`src/rtl/rr_arbiter.sv`:
```
// Registered round-robin arbiter: one-hot grant, priority rotates to the
// requester after the most recently granted one.
module rr_arbiter #(
    parameter int N = 2
) (
    input  logic         clk,
    input  logic         rst,
    input  logic [N-1:0] req,
    output logic [N-1:0] grant
);

    localparam int LW = (N > 1) ? $clog2(N) : 1;

    logic [LW-1:0] last;
    logic [N-1:0]  w_grant_nxt;
    logic [LW-1:0] w_last_nxt;

    // Search starts one past the last winner and wraps, so a port that just
    // won is considered last and can only win again if it is alone.
    always_comb begin
        logic found;
        int   idx;
        w_grant_nxt = '0;
        w_last_nxt  = last;
        found       = 1'b0;
        idx         = 0;
        for (int k = 1; k <= N; k++) begin
            idx = int'(last) + k;
            if (idx >= N) begin
                idx = idx - N;
            end
            if (!found && req[idx]) begin
                found              = 1'b1;
                w_grant_nxt[idx]   = 1'b1;
                w_last_nxt         = LW'(idx);
            end
        end
    end

    always_ff @(posedge clk or posedge rst) begin
        if (rst) begin
            grant <= '0;
            last  <= LW'(N - 1);
        end else begin
            grant <= w_grant_nxt;
            last  <= w_last_nxt;
        end
    end

endmodule

```
`config.mk`:
```
export PLATFORM = sky130hd
export DESIGN_NAME = rr_arbiter
export DESIGN_NICKNAME = d
export VERILOG_FILES = /design/src/rtl/rr_arbiter.sv
export SDC_FILE = /design/constraint.sdc
export NUM_CORES = 1
export LEC_CHECK = 0
export CORE_AREA = 4 4 41 43
export CTS_CLUSTER_DIAMETER = 100
export CTS_CLUSTER_SIZE = 14
export DETAILED_ROUTE_END_ITERATION = 7
export DIE_AREA = 0 0 45 47
export PLACE_DENSITY_LB_ADDON = 0.08
export RECOVER_POWER = 50
export SYNTH_ARGS = -nofsm -noshare
export SYNTH_HDL_FRONTEND = slang
export SYNTH_SLANG_ARGS = --single-unit
```
`constraint.sdc`:
```
create_clock -name clk -period 0.8 [get_ports clk]
set_clock_uncertainty 0.05 [all_clocks]
set_input_delay 0.08 -clock clk [delete_from_list [all_inputs] [get_ports clk]]
set_output_delay 0.08 -clock clk [all_outputs]
set_load 0.005 [all_outputs]
```
After elaboration in Yosys (flattened, before gate mapping) --
Cells that the tools add are included.
Storage, ports and cells: bits in registers 3, output and inout bits 2, logic and storage cells 35
Operators by class: add/subtract/negate cells 4, $lt $le $gt $ge 6, multiplexer cells 17, bitwise operators 1, reduce and logical (&&, ||, !) cells 5
Operators by type and width (number):
- 32-bit by 1-bit >= comparator with 1-bit output (second input constant) | 2
- 32-bit by 3-bit less-than comparator with 1-bit output (second input constant) | 2
- 32-bit two-way mux | 2
- 1-bit two-way mux | 11
- 2-bit two-way mux | 2
- 3-bit by 2-bit subtractor with 4-bit output (second input constant) | 1
- 1-bit by 2-bit adder with 3-bit output (second input constant) | 1
- 3-bit by 2-bit >= comparator with 1-bit output (second input constant) | 1
- 1-bit logical AND | 3
- 2-bit by 2-bit subtractor with 3-bit output (second input constant) | 1
- 1-bit by 1-bit adder with 2-bit output (second input constant) | 1
- 1-bit demux with 1-bit select | 2
- 2-bit >= comparator (second input constant) | 1
- 2-bit OR | 1
- 2-bit nonzero test | 1
- 1-bit zero test | 1

Longest topological paths before layout --
depth after elaboration 10, mapped depth 2, mapped depth without buffers 2

Worst setup path before layout --
Ideal clock, no wire load.
path type register to register, start reg last, end reg last, arrival 0.658 ns, slack 0.019 ns, cell stages (with the launch flop) 3, path buffers 0, cell sequence dfstp_2 > nor2_1 > a21oi_1
Between the ends: word-level cells in the longest chain between the ends 10, elaborated cells on any way between the ends 20
RTL lines:
- start: declaration | line 14 | logic [LW-1:0] last;
- start signal: assignment | line 43 | last <= LW'(N - 1);
- start signal: assignment | line 46 | last <= w_last_nxt;
- branches (longest 10 deep; another with 3-bit by 2-bit subtractor with 4-bit output)
Parallel ways; which one is timed is not known. The select of a mux whose other input is x is not followed. A chain may end at the register's enable or synchronous reset.

Final worst setup path --
start reg last, end reg grant[0]
Between the ends: word-level cells in the longest chain between the ends 10, elaborated cells on any way between the ends 30
RTL lines:
- branches (longest 9 deep; another with 32-bit by 1-bit >= comparator with 1-bit output)
- 2-bit two-way mux (*) | line 32 | if (!found && req[idx]) begin
- named net w_grant_nxt[0] | line 15 | logic [N-1:0] w_grant_nxt;
- end signal: assignment | line 45 | grant <= w_grant_nxt;
- end: declaration | line 9 | output logic [N-1:0] grant
Mark *: on every way through the listed nets, which the timed path passes. The select of a mux whose other input is x is not followed.

==> reports/results.txt <==
worst vdd ir: 592.8 µV
final hold violation count: 0
Finished Layout Cells: 34
hold crit path type: in2async
Avg WL per Cell: 6.912 µm
period utilization: 104.2%
IO Port Bufs: 5
M2 GR Usage: 3.107%
Place WS: -0.1289 ns
Die Wd: 45 µm
FF-to-FF setup slack: -0.03 ns
Die ar.: 2115 µm²
crit start category: flip-flop
crit path max fanout: 4
leading cell type in the layout, fill and taps excluded: clkbuf_4
# fillers: 153
worst-skew pair later-pin latency: 0.23 ns
area grow syn2layout: 90.70%
Syn Area/Cell: 11.96 µm²
outcome: complete, but fails checks
Clk pin slew, worst setup/hold paths: 0.04 ns
synth unique cells: 7
worst slew pin tran: 0.1394 ns
detailed-route wire length: 235 µm
share of cells above drive strength 1: 31.58%
Die Height: 47 µm
global route hottest layer: met4
post-synthesis sequential area ratio: 70.93%
commonest non-fill, non-tap cells in the layout: clkbuf_4, inv_1, dfrtp_1, clkdlybuf4s50_1, buf_2
final setup fails: 4
Post-Syn Area: 107.6 µm²
antenna violations before repair: 0
RR Endpoint: grant[0]$_DFF_PP0_
vias in the first global route: 102
Rel. slew slack: 90.62%
post-synth top area share: 46.51%
Worst Setup SP: last$_DFFE_PP1P_
Syn Nets: 13
P_leak: 0.1040 nW
Worst EP required: 0.90 ns
post-route ant nets: 0
Crit. End Element: flip-flop
Core Rows: 13
number of vias per cell: 2.765
kind of critical path: reg2reg
Setup Fix Bufs, Post-CTS: 0
failing checks: setup timing
TritonCTS clock tree: built
area leader, netlist: dfrtp_1
all-layer global routing usage: 3.239%
synth warn: 0
Routability Congestion: 0.6750
Max-Cap Viols: 0
Initial Util: 8.269%
Critical Path AT: 0.93 ns
initial drt markers: 0
met1 Resource Use GR: 3.409%
Placeable Area: 1301 µm²
total global routing overflow: 0
pins over their slew limit: 0
Top Ports: 6
main area contributors after synthesis: dfrtp_1, dfstp_2, a21boi_0
clock buffer count from CTS: 3
largest net degree at the start of global routing: 5
Nets: 24
RSZ-0062 raised after global routing: yes
Inst Count DP: 29
Post-Synthesis Cells: 9
vias: 94
H-tree depth: 1
FMAX: 1199 MHz
clk root buf: clkbuf_4
register bit count reported by yosys: 3
DR DRC count: 0
antenna diode count: 0
drt pass-1 iters: 1
FF-to-FF Start: last$_DFFE_PP1P_
routing usage on met3: 1.149%
first-pass GRT wire length: 400 µm
clk sinks: 3
last element of the critical path: grant[0]$_DFF_PP0_
CTS max path bufs: 2
post-route setup slack: -0.03373 ns
pwr dens: 2401 nW/µm²
crit path time final: 0.8337 ns
r2r worst-path depth: 2
cell families (layout without fill, tap and decap cells):
group | count (synthesis) | in the layout | synth area share [%]
AOI/OAI and AO/OA | 3 | 3 | 18.61
DFF | 3 | 3 | 70.94
buffers and inverters | 2 | 12 | 6.979
and+or+nand+nor | 1 | 1 | 3.485
where the power goes:
part           leakage, nW  switching (mW)  internal [mW]
Sequential          0.0351         0.00919          0.175
Clock               0.0150          0.0735          0.187
Combinational       0.0539          0.0191         0.0297
worst min-delay path by stage:
stage / from / end / slack (ns) / cells after the start
2_1_floorplan: rst / grant[0]$_DFF_PP0_ / -0.22 / 1
3_3_place_gp: rst / grant[0]$_DFF_PP0_ / 0.21 / 2
3_5_place_dp: rst / grant[0]$_DFF_PP0_ / 0.20 / 2
4_1_cts: rst / last$_DFFE_PP1P_ / 0.12 / 2
5_1_grt: rst / last$_DFFE_PP1P_ / 0.27 / 2
6_report: rst / last$_DFFE_PP1P_ / 0.26 / 2
state kept, by name, summed over array words and instances, names as in the netlist:
| signal | cells |
|---|---|
| grant | 2 |
| last | 1 |
per-layer routing:
metal  routed length, µm  share of wire [%]
met5                   0                  0
met4                   0                  0
met1                 120                 51
met3                  18                7.7
met2                  95                 40
critical path: stages (launching register included):
cell and delay (ns):
dfstp_2 0.54, inv_1 0.04, a21boi_1 0.12
synth_stat cells:
| cell | number |
|---|---|
| dfstp_2 | 1 |
| nor2_1 | 1 |
| inv_1 | 2 |
| a21boi_0 | 1 |
| a21boi_1 | 1 |
| a21oi_1 | 1 |
| dfrtp_1 | 2 |
metrics by stage:
step	util (%)	hold slack [ns]	power [mW]	setup TNS (ns)	cell area [µm²]
after CTS	15.58	0.1160	0.5104	-0.1518	202.7
after global routing	15.77	0.2735	0.5367	-0.2727	205.2
after global placement	13.56	0.2139	0.2395	-0.5187	176.4
final	15.77	0.2601	0.4927	-0.1102	205.2
after detailed placement	13.56	0.2043	0.2405	-0.5149	176.4
after floorplan	-	-0.2171	0.2010	0	107.6
layout make-up:
cell class	instances	area, µm²	share of cell area [%]
Sequential cell	3	76.32	37.20
Timing Repair Buffer	6	52.55	25.61
Clock buffer	4	26.28	12.80
Multi-Input combinational cell	4	23.77	11.59
Tap cell	15	18.77	9.146
Inverter	2	7.507	3.659
what timing repair did:
action	in CTS	in global routing
endpoints found under the hold margin	2	0
setup endpoints to repair	5	7
hold buffers	1	0
pin swaps	0	1
resized for setup	8	1
Power figures use the tool's default switching activity.
